### src/rtl/rob_ctrl_pkg.sv
// Shared types for the in-order commit controller (reorder buffer).
// Build option: define ROB_FULL_BYPASS_EN to reuse the retiring slot when full.
package rob_ctrl_pkg;

   localparam int ROB_SIZE          = 16;
   localparam int ROB_IDX_BITS      = $clog2(ROB_SIZE);
   localparam int STORE_BUFFER_SIZE = 8;
   localparam int SB_IDX_BITS       = $clog2(STORE_BUFFER_SIZE);

   typedef logic [ROB_IDX_BITS-1:0] rob_idx_t;
   typedef logic [ROB_IDX_BITS:0]   rob_cnt_t;
   typedef logic [SB_IDX_BITS-1:0]  store_buffer_idx_t;
   typedef logic [31:0]             instruction_t;

   typedef struct packed {
      logic              valid;
      logic              completed;
      logic              branch_taken;
      logic [31:0]       pc;
      instruction_t      instr;
      logic [4:0]        rd;
      logic              we;
      logic              store;
      store_buffer_idx_t sb_idx;
      logic [31:0]       kanata_id;
      logic [31:0]       result;
      logic [31:0]       new_pc;
   } rob_entry_t;

   function automatic rob_cnt_t rob_cnt_next(
      input rob_cnt_t cnt,
      input logic     inc,
      input logic     dec
   );
      rob_cnt_t nxt;
      nxt = cnt;
      if (inc && !dec)
         nxt = cnt + rob_cnt_t'(1);
      else if (dec && !inc)
         nxt = cnt - rob_cnt_t'(1);
      return nxt;
   endfunction

endpackage

### src/rtl/rob_ctrl_if.sv
// Decode/WB/commit bundle of the reorder buffer.
// master = pipeline side, slave = rob_ctrl.
interface rob_ctrl_if;
   import rob_ctrl_pkg::*;

   logic              alloc_valid_i;
   logic              alloc_ready_o;
   rob_idx_t          alloc_idx_o;
   logic [31:0]       alloc_pc_i;
   instruction_t      alloc_instr_i;
   logic [4:0]        alloc_rd_i;
   logic              alloc_we_i;
   logic              alloc_store_i;
   store_buffer_idx_t alloc_sb_idx_i;
   logic [31:0]       alloc_kanata_id_i;

   logic              complete_valid_i;
   rob_idx_t          complete_idx_i;
   logic [31:0]       complete_result_i;
   logic              complete_branch_taken_i;
   logic [31:0]       complete_new_pc_i;

   logic              commit_valid_o;
   logic [4:0]        commit_rd_o;
   logic              commit_we_o;
   logic [31:0]       commit_result_o;
   logic              commit_store_o;
   store_buffer_idx_t commit_sb_idx_o;
   logic [31:0]       commit_kanata_id_o;
   logic              flush_o;
   logic [31:0]       flush_pc_o;
   rob_cnt_t          count_o;

   modport master (
      output alloc_valid_i, alloc_pc_i, alloc_instr_i,
      output alloc_rd_i, alloc_we_i, alloc_store_i,
      output alloc_sb_idx_i, alloc_kanata_id_i,
      output complete_valid_i, complete_idx_i,
      output complete_result_i, complete_branch_taken_i,
      output complete_new_pc_i,
      input  alloc_ready_o, alloc_idx_o,
      input  commit_valid_o, commit_rd_o, commit_we_o,
      input  commit_result_o, commit_store_o,
      input  commit_sb_idx_o, commit_kanata_id_o,
      input  flush_o, flush_pc_o, count_o
   );

   modport slave (
      input  alloc_valid_i, alloc_pc_i, alloc_instr_i,
      input  alloc_rd_i, alloc_we_i, alloc_store_i,
      input  alloc_sb_idx_i, alloc_kanata_id_i,
      input  complete_valid_i, complete_idx_i,
      input  complete_result_i, complete_branch_taken_i,
      input  complete_new_pc_i,
      output alloc_ready_o, alloc_idx_o,
      output commit_valid_o, commit_rd_o, commit_we_o,
      output commit_result_o, commit_store_o,
      output commit_sb_idx_o, commit_kanata_id_o,
      output flush_o, flush_pc_o, count_o
   );

endinterface

### src/rtl/rob_ptr_ctr.sv
// Wrap-around ROB pointer with increment and synchronous clear.
module rob_ptr_ctr
   import rob_ctrl_pkg::*;
(
   input  logic     clk,
   input  logic     rst_n,
   input  logic     inc,
   input  logic     clr,
   output rob_idx_t ptr
);

   always_ff @(posedge clk or negedge rst_n) begin
      if (!rst_n)
         ptr <= '0;
      else if (clr)
         ptr <= '0;
      else if (inc)
         ptr <= ptr + rob_idx_t'(1);
   end

endmodule

### src/rtl/rob_ctrl.sv
// In-order commit controller: circular ROB with alloc, completion, commit, flush.
// Build option: ROB_FULL_BYPASS_EN lets a full ROB accept into the retiring slot.
module rob_ctrl
   import rob_ctrl_pkg::*;
(
   input  logic      clk_i,
   input  logic      rstn_i,
   rob_ctrl_if.slave rob
);

   rob_entry_t ent_q [ROB_SIZE];
   rob_entry_t head_ent;
   rob_entry_t new_ent;
   rob_idx_t   head;
   rob_idx_t   tail;
   rob_cnt_t   count_q;

   logic empty;
   logic full;
   logic commit;
   logic flush;
   logic alloc_rdy;
   logic alloc_fire;
   logic comp_hit;
   logic unused_trace;

   assign head_ent = ent_q[head];
   assign empty    = (count_q == '0);
   assign full     = (count_q == rob_cnt_t'(ROB_SIZE));
   assign commit   = !empty && head_ent.valid && head_ent.completed;
   assign flush    = commit && head_ent.branch_taken;

`ifdef ROB_FULL_BYPASS_EN
   assign alloc_rdy = rstn_i && !flush && (!full || commit);
`else
   assign alloc_rdy = rstn_i && !flush && !full;
`endif

   assign alloc_fire = rob.alloc_valid_i && alloc_rdy;
   assign comp_hit   = rob.complete_valid_i
                    && ent_q[rob.complete_idx_i].valid;

   // pc/instr ride along for trace and debug visibility only
   assign unused_trace = ^{head_ent.pc, head_ent.instr};

   always_comb begin
      new_ent           = '0;
      new_ent.valid     = 1'b1;
      new_ent.pc        = rob.alloc_pc_i;
      new_ent.instr     = rob.alloc_instr_i;
      new_ent.rd        = rob.alloc_rd_i;
      new_ent.we        = rob.alloc_we_i;
      new_ent.store     = rob.alloc_store_i;
      new_ent.sb_idx    = rob.alloc_sb_idx_i;
      new_ent.kanata_id = rob.alloc_kanata_id_i;
   end

   rob_ptr_ctr u_head (
      .clk   (clk_i),
      .rst_n (rstn_i),
      .inc   (commit),
      .clr   (flush),
      .ptr   (head)
   );

   rob_ptr_ctr u_tail (
      .clk   (clk_i),
      .rst_n (rstn_i),
      .inc   (alloc_fire),
      .clr   (flush),
      .ptr   (tail)
   );

   // alloc is written last so a full-bypass reuse of head wins over its clear
   always_ff @(posedge clk_i or negedge rstn_i) begin
      if (!rstn_i) begin
         for (int i = 0; i < ROB_SIZE; i++)
            ent_q[i] <= '0;
      end else if (flush) begin
         for (int i = 0; i < ROB_SIZE; i++) begin
            ent_q[i].valid     <= 1'b0;
            ent_q[i].completed <= 1'b0;
         end
      end else begin
         if (commit)
            ent_q[head].valid <= 1'b0;
         if (comp_hit) begin
            ent_q[rob.complete_idx_i].completed    <= 1'b1;
            ent_q[rob.complete_idx_i].result       <= rob.complete_result_i;
            ent_q[rob.complete_idx_i].branch_taken <= rob.complete_branch_taken_i;
            ent_q[rob.complete_idx_i].new_pc       <= rob.complete_new_pc_i;
         end
         if (alloc_fire)
            ent_q[tail] <= new_ent;
      end
   end

   always_ff @(posedge clk_i or negedge rstn_i) begin
      if (!rstn_i)
         count_q <= '0;
      else if (flush)
         count_q <= '0;
      else
         count_q <= rob_cnt_next(count_q, alloc_fire, commit);
   end

   assign rob.alloc_ready_o      = alloc_rdy;
   assign rob.alloc_idx_o        = tail;
   assign rob.commit_valid_o     = commit;
   assign rob.commit_rd_o        = commit ? head_ent.rd : 5'd0;
   assign rob.commit_we_o        = commit && head_ent.we
                                && (head_ent.rd != 5'd0);
   assign rob.commit_result_o    = commit ? head_ent.result : 32'd0;
   assign rob.commit_store_o     = commit && head_ent.store;
   assign rob.commit_sb_idx_o    = commit ? head_ent.sb_idx : '0;
   assign rob.commit_kanata_id_o = commit ? head_ent.kanata_id : 32'd0;
   assign rob.flush_o            = flush;
   assign rob.flush_pc_o         = flush ? head_ent.new_pc : 32'd0;
   assign rob.count_o            = count_q;

   a_no_double_complete: assert property (
      @(posedge clk_i) disable iff (!rstn_i)
      (rob.complete_valid_i && ent_q[rob.complete_idx_i].valid)
      |-> !ent_q[rob.complete_idx_i].completed
   );

endmodule

### src/flat_wrapper.sv
// flat-port wrapper written by rule: the top's interface ports become plain ports
module rob_ctrl_flat import rob_ctrl_pkg::*;
  (clk_i, rstn_i, rob_alloc_valid_i, rob_alloc_pc_i, rob_alloc_instr_i, rob_alloc_rd_i, rob_alloc_we_i, rob_alloc_store_i, rob_alloc_sb_idx_i, rob_alloc_kanata_id_i, rob_complete_valid_i, rob_complete_idx_i, rob_complete_result_i, rob_complete_branch_taken_i, rob_complete_new_pc_i, rob_alloc_ready_o, rob_alloc_idx_o, rob_commit_valid_o, rob_commit_rd_o, rob_commit_we_o, rob_commit_result_o, rob_commit_store_o, rob_commit_sb_idx_o, rob_commit_kanata_id_o, rob_flush_o, rob_flush_pc_o, rob_count_o);
  rob_ctrl_if rob_i ();
  input  logic clk_i;
  input  logic rstn_i;
  input wire logic [$bits(rob_i.alloc_valid_i)-1:0] rob_alloc_valid_i;
  input wire logic [$bits(rob_i.alloc_pc_i)-1:0] rob_alloc_pc_i;
  input wire logic [$bits(rob_i.alloc_instr_i)-1:0] rob_alloc_instr_i;
  input wire logic [$bits(rob_i.alloc_rd_i)-1:0] rob_alloc_rd_i;
  input wire logic [$bits(rob_i.alloc_we_i)-1:0] rob_alloc_we_i;
  input wire logic [$bits(rob_i.alloc_store_i)-1:0] rob_alloc_store_i;
  input wire logic [$bits(rob_i.alloc_sb_idx_i)-1:0] rob_alloc_sb_idx_i;
  input wire logic [$bits(rob_i.alloc_kanata_id_i)-1:0] rob_alloc_kanata_id_i;
  input wire logic [$bits(rob_i.complete_valid_i)-1:0] rob_complete_valid_i;
  input wire logic [$bits(rob_i.complete_idx_i)-1:0] rob_complete_idx_i;
  input wire logic [$bits(rob_i.complete_result_i)-1:0] rob_complete_result_i;
  input wire logic [$bits(rob_i.complete_branch_taken_i)-1:0] rob_complete_branch_taken_i;
  input wire logic [$bits(rob_i.complete_new_pc_i)-1:0] rob_complete_new_pc_i;
  output wire logic [$bits(rob_i.alloc_ready_o)-1:0] rob_alloc_ready_o;
  output wire logic [$bits(rob_i.alloc_idx_o)-1:0] rob_alloc_idx_o;
  output wire logic [$bits(rob_i.commit_valid_o)-1:0] rob_commit_valid_o;
  output wire logic [$bits(rob_i.commit_rd_o)-1:0] rob_commit_rd_o;
  output wire logic [$bits(rob_i.commit_we_o)-1:0] rob_commit_we_o;
  output wire logic [$bits(rob_i.commit_result_o)-1:0] rob_commit_result_o;
  output wire logic [$bits(rob_i.commit_store_o)-1:0] rob_commit_store_o;
  output wire logic [$bits(rob_i.commit_sb_idx_o)-1:0] rob_commit_sb_idx_o;
  output wire logic [$bits(rob_i.commit_kanata_id_o)-1:0] rob_commit_kanata_id_o;
  output wire logic [$bits(rob_i.flush_o)-1:0] rob_flush_o;
  output wire logic [$bits(rob_i.flush_pc_o)-1:0] rob_flush_pc_o;
  output wire logic [$bits(rob_i.count_o)-1:0] rob_count_o;
  assign rob_i.alloc_valid_i = rob_alloc_valid_i;
  assign rob_i.alloc_pc_i = rob_alloc_pc_i;
  assign rob_i.alloc_instr_i = rob_alloc_instr_i;
  assign rob_i.alloc_rd_i = rob_alloc_rd_i;
  assign rob_i.alloc_we_i = rob_alloc_we_i;
  assign rob_i.alloc_store_i = rob_alloc_store_i;
  assign rob_i.alloc_sb_idx_i = rob_alloc_sb_idx_i;
  assign rob_i.alloc_kanata_id_i = rob_alloc_kanata_id_i;
  assign rob_i.complete_valid_i = rob_complete_valid_i;
  assign rob_i.complete_idx_i = rob_complete_idx_i;
  assign rob_i.complete_result_i = rob_complete_result_i;
  assign rob_i.complete_branch_taken_i = rob_complete_branch_taken_i;
  assign rob_i.complete_new_pc_i = rob_complete_new_pc_i;
  assign rob_alloc_ready_o = rob_i.alloc_ready_o;
  assign rob_alloc_idx_o = rob_i.alloc_idx_o;
  assign rob_commit_valid_o = rob_i.commit_valid_o;
  assign rob_commit_rd_o = rob_i.commit_rd_o;
  assign rob_commit_we_o = rob_i.commit_we_o;
  assign rob_commit_result_o = rob_i.commit_result_o;
  assign rob_commit_store_o = rob_i.commit_store_o;
  assign rob_commit_sb_idx_o = rob_i.commit_sb_idx_o;
  assign rob_commit_kanata_id_o = rob_i.commit_kanata_id_o;
  assign rob_flush_o = rob_i.flush_o;
  assign rob_flush_pc_o = rob_i.flush_pc_o;
  assign rob_count_o = rob_i.count_o;
  rob_ctrl u_core (.clk_i(clk_i), .rstn_i(rstn_i), .rob(rob_i));
endmodule
### config.mk
export PLATFORM = sky130hd
export DESIGN_NAME = rob_ctrl_flat
export DESIGN_NICKNAME = d
export VERILOG_FILES = /design/src/rtl/rob_ctrl_pkg.sv /design/src/rtl/rob_ctrl_if.sv /design/src/rtl/rob_ptr_ctr.sv /design/src/rtl/rob_ctrl.sv /design/src/flat_wrapper.sv
export SDC_FILE = /design/constraint.sdc
export NUM_CORES = 2
export LEC_CHECK = 0
export ABC_CLOCK_PERIOD_IN_PS = 8300
export BUFFER_PORTS_ARGS = -buffer_cell sky130_fd_sc_hd__buf_4
export CAP_MARGIN = 20
export CELL_PAD_IN_SITES_DETAIL_PLACEMENT = 1
export CELL_PAD_IN_SITES_GLOBAL_PLACEMENT = 1
export CORE_UTILIZATION = 55
export DETAILED_ROUTE_END_ITERATION = 10
export PLACE_DENSITY_LB_ADDON = 0.1
export SKIP_LAST_GASP = 1
export SLEW_MARGIN = 20
export SYNTH_ARGS = -nofsm -noshare
export SYNTH_HDL_FRONTEND = slang
export SYNTH_SLANG_ARGS = --single-unit
### constraint.sdc
create_clock -name clk_i -period 8.3 [get_ports clk_i]
set_input_delay 0 -clock clk_i [delete_from_list [all_inputs] [get_ports clk_i]]
set_output_delay 0 -clock clk_i [all_outputs]
set_load 0.05 [all_outputs]
==> results_dict.tcl <==
set metrics [dict create \
    status "finished, final reports clean" \
    skew_ps 36.7 \
    cts_tree "built" \
    worst-path-buf-inv 5 \
    maxSlewHeadroom 0.142 \
    required_ps 8300 \
    p_int_mw 23.7 \
    dieHeight_um 403 \
    p_sw_mw 12.9 \
    hold_path_end "u_core.ent_q[38]" \
    drtIter0Drc 9173 \
    hold_ws_ps 59.1 \
    numClockSinks 1757 \
    ys_warn_count 0 \
    ys_ff_latch 1757 \
    drc 0 \
    r2r_slack_ps 2810 \
    maxSlewViolCount 0 \
    power_density_nw_per_um2 373 \
    async_flop_share 1.00 \
    io_pins 297 \
    drt-pass1-iter-count 5 \
    peakVddDrop_v 0.000289 \
    cpLargestDelayFamily "buffers and inverters" \
    rows 146 \
    netlist_area_sq_um 88500 \
    synth_fp_nets 7944 \
    cts_resized 0 \
    drt_wl_total_mm 336 \
    synthCells 7751 \
    fin_crit_ps 6210 \
    timing.setup.tns_ps 0 \
    core_sq_um 159000 \
    antenna_found_initial 24 \
    worst-path-max-fanout 174 \
    detail_route.vias_per_cell 7.44 \
    min_path_cells 4 \
    slowest_delay_ps 1060 \
    tightest_slew_ps 1290 \
    worstSetupPathType "reg -> out" \
    route.met3.wl_mm 31.0 \
    area_delta_synth_final_pct 11.1 \
    hold_class "in -> reg" \
    antenna_left 0 \
    ff2ff_path_depth 9 \
    endpoint_kind "output port" \
    timing.rr.end "u_core.ent_q[1444]" \
    synth_ff_type "dfrtp_1" \
    drive_above_1_share 0.261 \
    synth_top_area_share 0.497 \
    grt_setup_unrepaired "false" \
    fmax_mhz 161 \
    multiInputGateArea_sq_um 40300 \
    crit_slowest_cell "dfrtp_4" \
    grt_usage 0.415 \
    seq_area_sq_um 44000 \
    post-route-period-util 0.748 \
    start_kind "flop" \
    r2r-start "u_core.u_head.ptr[2]" \
    io_buffer_count 232 \
    synth_edf_count 0 \
    synth_cell_types 53 \
    pwr-share-comb 0.355 \
    numCtsBuffers 190 \
    highest_layer "met5" \
    setup_violations 0 \
    leakage_nw 40.7 \
    post_cts.repair.setup_buffers 0 \
    start_util 0.556 \
    die-area_sq_um 163000 \
    swShare 0.351 \
    fill_cells 15716 \
    synth.yosys.seq_area_share 0.497 \
    post-dp-hpwl_mm 166 \
    cts_buffer_depth 3 \
    clock-root-buffer "clkbuf_16" \
    cp.arrival_ps 6210 \
    wl_met2_mm 160 \
    clk_latency_ps 860 \
    vias 72427 \
    htreeDepth 4 \
    synth.avg_cell_area_sq_um 11.4 \
    hp-start "rob_complete_result_i[6]" \
    synthTopCellsByArea "dfrtp_1 50%, mux4_2 14%, mux2_2 7.5%" \
    wl_met1_mm 129 \
    final_cell_mix "1753 x dfrtp_1, 937 x o21ai_0, 855 x a21oi_1, 593 x mux2_2, 577 x nand3_1" \
    final_common_cell "dfrtp_1" \
    grt_pass1_vias 77089 \
    grt-ovfl-total 0 \
    grt_max_degree 211 \
    hold_violations 0 \
    cap_violations 0 \
    die_w_um 403 \
    crit_chain "buf_12, nand3_1, nand4_2, buf_4, nand3_4, inv_8, buf_12, and2_1, buf_4" \
    seqPwrFrac 0.395 \
    grt_pass1_wl_mm 507 \
    clk_pin_slew_ps 60 \
    post_drt_wl_per_cell_um 34.5 \
    synth_top_area_cell "dfrtp_1" \
    p_clk_frac 0.250 \
    place_congestion 0.800 \
    layout.nets 7606 \
]
-- per-layer routing --
layer,GRT usage,vias up
li1,-,28222
met2,0.648,4522
met1,0.555,38576
met3,0.0855,1093
met5,0,-
met4,0.213,14
-- what timing repair did --
| item | CTS | global route |
|---|---|---|
| setup endpoints to repair | 0 | 0 |
| endpoints found under the hold margin | 2186 | 0 |
| hold buffers | 119 | 0 |
-- sequential cells by signal, indices dropped and copies added, names as in the netlist --
name                count
u_core.rob.count_o      5
u_core.u_head.ptr       4
u_core.ent_q         1744
u_core.u_tail.ptr       4
-- metrics by stage --
step                power, mW  worst slack, ps   util  cells  cell area, sq um
CTS                      36.4             2240  0.617   9715             98200
global route             38.1             2010  0.618   9723             98300
detailed placement       27.0             2740  0.568   9247             90300
finish                   36.6             2090  0.618   9736             98300
floorplan                23.0             4580      -   7751             88500
global placement         26.2             2860  0.568   9247             90300
-- synthesized netlist by cell type (77+ instances only) --
cell type,instances
buf_4,98
dfrtp_1,1757
mux4_2,544
and3_1,99
mux2_4,81
buf_2,175
clkbuf_1,702
mux2_2,593
a21oi_1,855
nand2_1,369
nand3_1,592
nand4_1,426
and2_1,77
o21ai_0,937
a31oi_1,218
-- cells by family after synthesis --
family | Yosys count | share of synthesized area
xor+xnor | 6 | 0.000594
buf+inv | 1033 | 0.0516
fa+ha+maj | 14 | 0.00206
mux | 1222 | 0.228
flops | 1757 | 0.497
simple gates | 1647 | 0.0982
compound gates | 2072 | 0.123
-- how the worst max path moves through the flow --
stage,start,to,slack (ps),cells past startpoint
2_1_floorplan,u_core.rob.count_o[0],u_core.rob.count_o[4],4580,14
3_3_place_gp,u_core.u_head.ptr[1],u_core.ent_q[1749],2860,8
3_5_place_dp,u_core.u_head.ptr[1],u_core.ent_q[1734],2740,8
4_1_cts,u_core.u_head.ptr[2],rob_flush_pc_o[9],2240,9
5_1_grt,u_core.u_head.ptr[2],rob_flush_pc_o[18],2010,9
6_report,u_core.u_head.ptr[2],rob_flush_pc_o[0],2090,9
-- power by group through the flow --
stage / logic, mW / registers, mW / clock network (mW)
floorplan: 9.48 / 13.6 / 0
global route: 13.8 / 14.8 / 9.50
finish: 13.0 / 14.5 / 9.14
detailed placement: 12.7 / 14.4 / 0
global placement: 12.1 / 14.1 / 0
CTS: 12.9 / 14.3 / 9.19
-- final cells by class --
type | instances | area share
clock inverters | 75 | 0.0116
clock buffers | 274 | 0.0563
well taps | 2146 | 0.0273
inverters | 8 | 0.000382
diodes | 20 | 0.000509
multi-input cells | 4961 | 0.410
flip-flops and latches | 1757 | 0.447
repair buffers | 495 | 0.0461
-- worst min-delay path: cells and delay by family --
kind / cells / cell delay [ps]
AND/OR/NAND/NOR: 1 / 90
buffers and inverters: 2 / 740
AO/OA/AOI/OAI: 1 / 50
(Power assumes the default switching activity.)
